[config.mk]
export PLATFORM = sky130hd
export DESIGN_NAME = conv_window_3x3
export DESIGN_NICKNAME = d
export VERILOG_FILES = /design/src/rtl/conv_window_3x3.sv
export SDC_FILE = /design/constraint.sdc
export NUM_CORES = 2
export LEC_CHECK = 0
export CORE_MARGIN = 2
export CORE_UTILIZATION = 42
export CTS_CLUSTER_DIAMETER = 80
export DETAILED_ROUTE_END_ITERATION = 12
export PLACE_DENSITY = 0.66
export SETUP_SLACK_MARGIN = 0.02
export SLEW_MARGIN = 20
export SYNTH_ARGS = -nofsm -noshare
export SYNTH_HDL_FRONTEND = slang
export SYNTH_SLANG_ARGS = --single-unit
[constraint.sdc]
create_clock -name clk -period 9.8 [get_ports clk]
set_input_delay 0.98 -clock clk [delete_from_list [all_inputs] [get_ports clk]]
set_output_delay 0.98 -clock clk [all_outputs]
set_load 0.03 [all_outputs]
[src/rtl/conv_window_3x3.sv]
// Streaming 3x3 sliding-window generator: two line buffers plus a 3x3 window, valid (unpadded) windows only.
// Optional Last_Out frame-end flag is enabled by defining CONV_WINDOW_LAST_EN.
module conv_window_3x3 #(
    parameter int DATA_WIDTH = 32,
    parameter int IMG_WIDTH  = 28,
    parameter int IMG_HEIGHT = 28
) (
    input  logic                  clk,
    input  logic                  rst,
    input  logic [DATA_WIDTH-1:0] Data_In,
    input  logic                  Valid_In,
    output logic [DATA_WIDTH-1:0] Data_Out0,
    output logic [DATA_WIDTH-1:0] Data_Out1,
    output logic [DATA_WIDTH-1:0] Data_Out2,
    output logic [DATA_WIDTH-1:0] Data_Out3,
    output logic [DATA_WIDTH-1:0] Data_Out4,
    output logic [DATA_WIDTH-1:0] Data_Out5,
    output logic [DATA_WIDTH-1:0] Data_Out6,
    output logic [DATA_WIDTH-1:0] Data_Out7,
    output logic [DATA_WIDTH-1:0] Data_Out8,
`ifdef CONV_WINDOW_LAST_EN
    output logic                  Last_Out,
`endif
    output logic                  Valid_Out
);

    localparam int CW = (IMG_WIDTH  > 1) ? $clog2(IMG_WIDTH)  : 1;
    localparam int RW = (IMG_HEIGHT > 1) ? $clog2(IMG_HEIGHT) : 1;

    logic [CW-1:0]         r_col;
    logic [RW-1:0]         r_row;
    logic [DATA_WIDTH-1:0] r_lb0 [IMG_WIDTH];
    logic [DATA_WIDTH-1:0] r_lb1 [IMG_WIDTH];
    logic [DATA_WIDTH-1:0] r_win [9];
    logic [DATA_WIDTH-1:0] r_out [9];
    logic                  r_valid;

    logic [DATA_WIDTH-1:0] w_lb0;
    logic [DATA_WIDTH-1:0] w_lb1;
    logic [DATA_WIDTH-1:0] w_next [9];
    logic                  w_colLast;
    logic                  w_rowLast;
    logic                  w_winValid;

    assign w_lb0      = r_lb0[r_col];
    assign w_lb1      = r_lb1[r_col];
    assign w_colLast  = (r_col == CW'(IMG_WIDTH - 1));
    assign w_rowLast  = (r_row == RW'(IMG_HEIGHT - 1));
    assign w_winValid = (r_row >= RW'(2)) && (r_col >= CW'(2));

    // Window shifted left by one column, new right column is {lb1, lb0, Data_In}.
    always_comb begin
        w_next[0] = r_win[1];
        w_next[1] = r_win[2];
        w_next[2] = w_lb1;
        w_next[3] = r_win[4];
        w_next[4] = r_win[5];
        w_next[5] = w_lb0;
        w_next[6] = r_win[7];
        w_next[7] = r_win[8];
        w_next[8] = Data_In;
    end

    always_ff @(posedge clk or negedge rst) begin
        if (!rst) begin
            r_col <= '0;
            r_row <= '0;
        end else if (Valid_In) begin
            if (w_colLast) begin
                r_col <= '0;
                r_row <= w_rowLast ? '0 : r_row + RW'(1);
            end else begin
                r_col <= r_col + CW'(1);
            end
        end
    end

    // Plain RAM: reads above are combinational, so a same-address write sees the old value.
    always_ff @(posedge clk) begin
        if (Valid_In) begin
            r_lb1[r_col] <= w_lb0;
            r_lb0[r_col] <= Data_In;
        end
    end

    // Outputs only load on a complete window so they hold across masked pixels and gaps.
    always_ff @(posedge clk or negedge rst) begin
        if (!rst) begin
            for (int i = 0; i < 9; i++) begin
                r_win[i] <= '0;
                r_out[i] <= '0;
            end
            r_valid <= 1'b0;
        end else begin
            r_valid <= Valid_In && w_winValid;
            if (Valid_In) begin
                for (int i = 0; i < 9; i++) begin
                    r_win[i] <= w_next[i];
                end
                if (w_winValid) begin
                    for (int i = 0; i < 9; i++) begin
                        r_out[i] <= w_next[i];
                    end
                end
            end
        end
    end

`ifdef CONV_WINDOW_LAST_EN
    logic r_last;

    always_ff @(posedge clk or negedge rst) begin
        if (!rst) begin
            r_last <= 1'b0;
        end else begin
            r_last <= Valid_In && w_winValid && w_colLast && w_rowLast;
        end
    end

    assign Last_Out = r_last;
`endif

    assign Data_Out0 = r_out[0];
    assign Data_Out1 = r_out[1];
    assign Data_Out2 = r_out[2];
    assign Data_Out3 = r_out[3];
    assign Data_Out4 = r_out[4];
    assign Data_Out5 = r_out[5];
    assign Data_Out6 = r_out[6];
    assign Data_Out7 = r_out[7];
    assign Data_Out8 = r_out[8];
    assign Valid_Out = r_valid;

endmodule

==> results by group <==
STA
  – Pin slew with the least headroom to its limit: 1240 ps
  – RSZ-0062 raised after global routing: false
  – Number of max-slew violations in the final report: 0
  – Clock skew after layout: 49.9 ps
  – Post-route fraction of the period consumed by the critical path: 51.3%
  – Minimum clock period after layout: 5020 ps
  – Worst-case setup margin in the final layout: 4780 ps
  – Max-slew headroom: 16.7%
  – Fin Setup TNS: 0 ps
  – Final hold viol count: 0
  – Number of endpoints failing setup at the final stage: 0
  – Top achievable clock speed: 199 MHz

Power
  – Switching power summed over all nets: 11.5 mW
  – Internal: 21.1 mW
  – Part of the power in the clock network: 25.0%
  – Total power divided by cell area: 326 nW/um2
  – Net switching share of the total power: 35.2%
  – Reg power frac: 43.6%
  – Power share of the combinational group: 31.4%
  – Standby leakage power: 35.7 nW
  – Largest vdd supply drop: 0.322 mV

Outcome
  – Outcome: finished, final reports clean

Synth
  – Synth warnings: 0
  – Share of the synthesized area in the top cell type: 62.3%
  – Synth async-reset ratio: 21.5%
  – Top cells by area in the synthesized netlist: sky130_fd_sc_hd__edfxtp_1 (62%), sky130_fd_sc_hd__dfrtp_1 (14%), sky130_fd_sc_hd__mux2i_1 (8.0%), sky130_fd_sc_hd__nand2_1 (3.1%), sky130_fd_sc_hd__mux4_2 (2.7%)
  – Mean post-synth cell area: 17.1 um2
  – Number of flops mapped to enable cells by yosys: 1,792
  – Post-synthesis sequential area ratio: 76.5%
  – Number of register bits inferred by synthesis: 2,283
  – Number of distinct library cells after synthesis: 50
  – Most common library cells after synthesis: sky130_fd_sc_hd__edfxtp_1 (1,792), sky130_fd_sc_hd__nand2_1 (708), sky130_fd_sc_hd__mux2i_1 (690)
  – Most frequent cell after synthesis: sky130_fd_sc_hd__edfxtp_1
  – Area of the mapped netlist: 86,300 um2
  – Post-Syn Nets: 5,095
  – Cell type with the highest aggregate area in the netlist: sky130_fd_sc_hd__edfxtp_1
  – Most used flip-flop cell after synthesis: sky130_fd_sc_hd__edfxtp_1
  – Synth Instances: 5,054

GRT
  – Initial antenna violation count: 15
  – Global-route wire length before repair: 335,000 um
  – Vias in the first global route: 46.8k
  – GR Util All Layers: 22.1%
  – Largest net degree at the start of global routing: 160
  – Congestion Overflow GR: 0

Flow run
  – Max capacitance violation total: 0

Detailed routing
  – Detail-routed via count per cell: 5.70
  – Length of the first detailed-routing pass in iterations: 6
  – Vias: 47.5k
  – Number of nets still failing antenna checks after routing: 0
  – Drt initial violations: 6,149
  – Routed WL: 234,000 um
  – Routed wire length per instance: 28.1 um
  – DRC: 0

Place
  – Quantity of I/O buffers inserted on ports: 323
  – Worst Setup Slack post-DPL: 4820 ps
  – Half-perimeter wire length of the detailed placement result: 132,000 um
  – Final GP Congestion: 0.807

Die
  – Core Box Area: 205,000 um2
  – Width of the chip: 457 um
  – I/O pins: 324
  – Height of the die: 457 um
  – Initial standard-cell utilization of the core: 42.2%
  – Count of standard-cell rows: 166
  – Floorplan die area: 209,000 um2

Clock tree
  – Number of hold buffers added after cts: 0
  – Maximum clock path buffer count: 3
  – H-tree depth: 4
  – Clock root cell: sky130_fd_sc_hd__clkbuf_16
  – Later-pin clock latency in the skew report: 860 ps
  – Post-CTS clock slew at the launch and capture registers of the worst setup and hold paths: 60 ps
  – Clock buffer count from CTS: 213
  – Number of cells upsized or downsized after cts: 0
  – TritonCTS clock tree: built
  – Number of setup buffers added after CTS: 0
  – Clock sinks: 2,283

Final layout
  – Proportion of layout cells with a drive suffix above 1: 14.2%
  – Number of fillers in the final layout: 16.8k
  – Post-layout net count: 5,494
  – Seq. cell area: 66,100 um2
  – Area taken by multi-input logic gates: 19,000 um2
  – Area overhead of the layout relative to synthesis: 15.8%

Worst setup path
  – Biggest fanout along the worst timing path: 34
  – Data required time of the worst path: 10,110 ps
  – Startpoint type of the worst setup path: flop
  – Data arrival time of the critical path: 5330 ps
  – Worst setup EP type: flop
  – Type of the setup path with the least slack: reg -> reg

Worst hold path
  – Min-Delay Path Class: in -> async
[cell families (layout without fill, tap and decap cells)]
family                   count (synthesis)  count (layout)  share of synthesized area [%]
AO/OA/AOI/OAI                          561             561                           4.24
XOR/XNOR                                 1               1                         0.0101
adder cells (fa/ha/maj)                  6               6                         0.0869
buffers and inverters                  292             880                           1.77
flip-flops                            2283            2283                           76.5
multiplexers                           960             960                           12.9
other                                    0               4                              0
AND/OR/NAND/NOR                        951             951                           4.49
[sequential cells by signal, indices dropped and copies added, names as in the netlist]
name / flops
r_lb0: 896
Data_Out8: 32
Data_Out0: 32
r_row: 5
r_col: 5
r_lb1: 896
r_win: 192
Data_Out4: 32
Data_Out3: 32
Data_Out7: 32
Data_Out2: 32
Valid_Out: 1
Data_Out5: 32
Data_Out1: 32
Data_Out6: 32
[final cells by class]
| type | instances | share of cell area [%] |
|---|---|---|
| multi-input cells | 2479 | 19.0 |
| inverters | 7 | 0.0363 |
| flip-flops and latches | 2283 | 66.1 |
| clock buffers | 306 | 6.13 |
| repair buffers | 469 | 4.49 |
| diodes | 4 | 0.0100 |
| well taps | 2688 | 3.36 |
| clock inverters | 98 | 0.825 |
[power by group through the flow]
stage	registers, mW	logic (mW)	clock network [mW]
after detailed placement	14.4	10.2	0
final	14.2	10.2	8.16
after global placement	14.3	10.0	0
after CTS	14.2	10.2	8.26
after global routing	14.3	10.8	8.64
after floorplan	15.0	4.95	0
[path summary, 6_finish.rpt]
| path | start | endpoint | slack [ps] | cells after the start |
|---|---|---|---|---|
| min in group clk | r_win[236] | Data_Out0[12] | 450 | 2 |
| min | rst | Data_Out0[29] | 120 | 1 |
| min reg2reg | r_win[236] | Data_Out0[12] | 450 | 2 |
| max | r_col[0] | r_lb1[3][14] | 4780 | 6 |
| max in group asynchronous | rst | r_win[36] | 7680 | 3 |
| max reg2reg | r_col[0] | r_lb1[3][14] | 4780 | 6 |
[cell usage in the layout (no fill, tap or decap), types with 9 or more instances in the layout]
cell type,netlist,routed
sky130_fd_sc_hd__clkdlybuf4s50_1,0,310
sky130_fd_sc_hd__mux4_2,103,103
sky130_fd_sc_hd__o21ai_0,20,20
sky130_fd_sc_hd__buf_12,0,9
sky130_fd_sc_hd__dfrtp_1,491,488
sky130_fd_sc_hd__a21oi_1,23,23
sky130_fd_sc_hd__mux2_2,160,160
sky130_fd_sc_hd__clkinv_2,0,38
sky130_fd_sc_hd__buf_2,153,10
sky130_fd_sc_hd__clkbuf_8,0,32
sky130_fd_sc_hd__clkbuf_16,0,218
sky130_fd_sc_hd__a31oi_1,97,96
sky130_fd_sc_hd__clkinv_1,0,34
sky130_fd_sc_hd__nor2_1,138,114
sky130_fd_sc_hd__mux2i_1,690,690
sky130_fd_sc_hd__edfxtp_1,1792,1792
sky130_fd_sc_hd__a22oi_1,63,63
sky130_fd_sc_hd__nand2_1,708,708
sky130_fd_sc_hd__nor4_1,37,37
sky130_fd_sc_hd__nor2_4,0,24
sky130_fd_sc_hd__buf_4,42,131
sky130_fd_sc_hd__a211oi_1,36,35
sky130_fd_sc_hd__o22ai_1,292,292
sky130_fd_sc_hd__nand3_1,15,13
sky130_fd_sc_hd__clkbuf_1,67,50
[layer usage]
metal  wire [um]  part of all wire [%]  vias up  global-route usage [%]
met2      110000                    47     2163                    35.0
met3       20900                   8.9      359                    4.49
met4        7080                   3.0        6                    7.02
li1            -                     -    20200                       -
met5          41                 0.018        -                       0
met1       95900                    41    24700                    30.6
[through the flow]
| step | hold slack, ps | cells | total power [mW] | cell area [um2] | utilization, % |
|---|---|---|---|---|---|
| finish | 120 | 8334 | 32.6 | 100000 | 48.9 |
| global route | 152 | 8331 | 33.7 | 100000 | 48.9 |
| CTS | 98.4 | 8329 | 32.7 | 100000 | 48.9 |
| detailed placement | 448 | 7925 | 24.6 | 93000 | 45.5 |
| global placement | 445 | 7921 | 24.3 | 92900 | 45.4 |
| floorplan | 435 | 5054 | 20.0 | 86300 | - |
[worst max-delay path, stage by stage, from the launching register on]
cell and delay (ps):
sky130_fd_sc_hd__dfrtp_4 830, sky130_fd_sc_hd__buf_4 600, sky130_fd_sc_hd__or4_2 750, sky130_fd_sc_hd__buf_4 720
sky130_fd_sc_hd__o22ai_1 140, sky130_fd_sc_hd__nor4_1 540, sky130_fd_sc_hd__nand2_1 820
No activity file was read; power rests on OpenSTA's default activity.
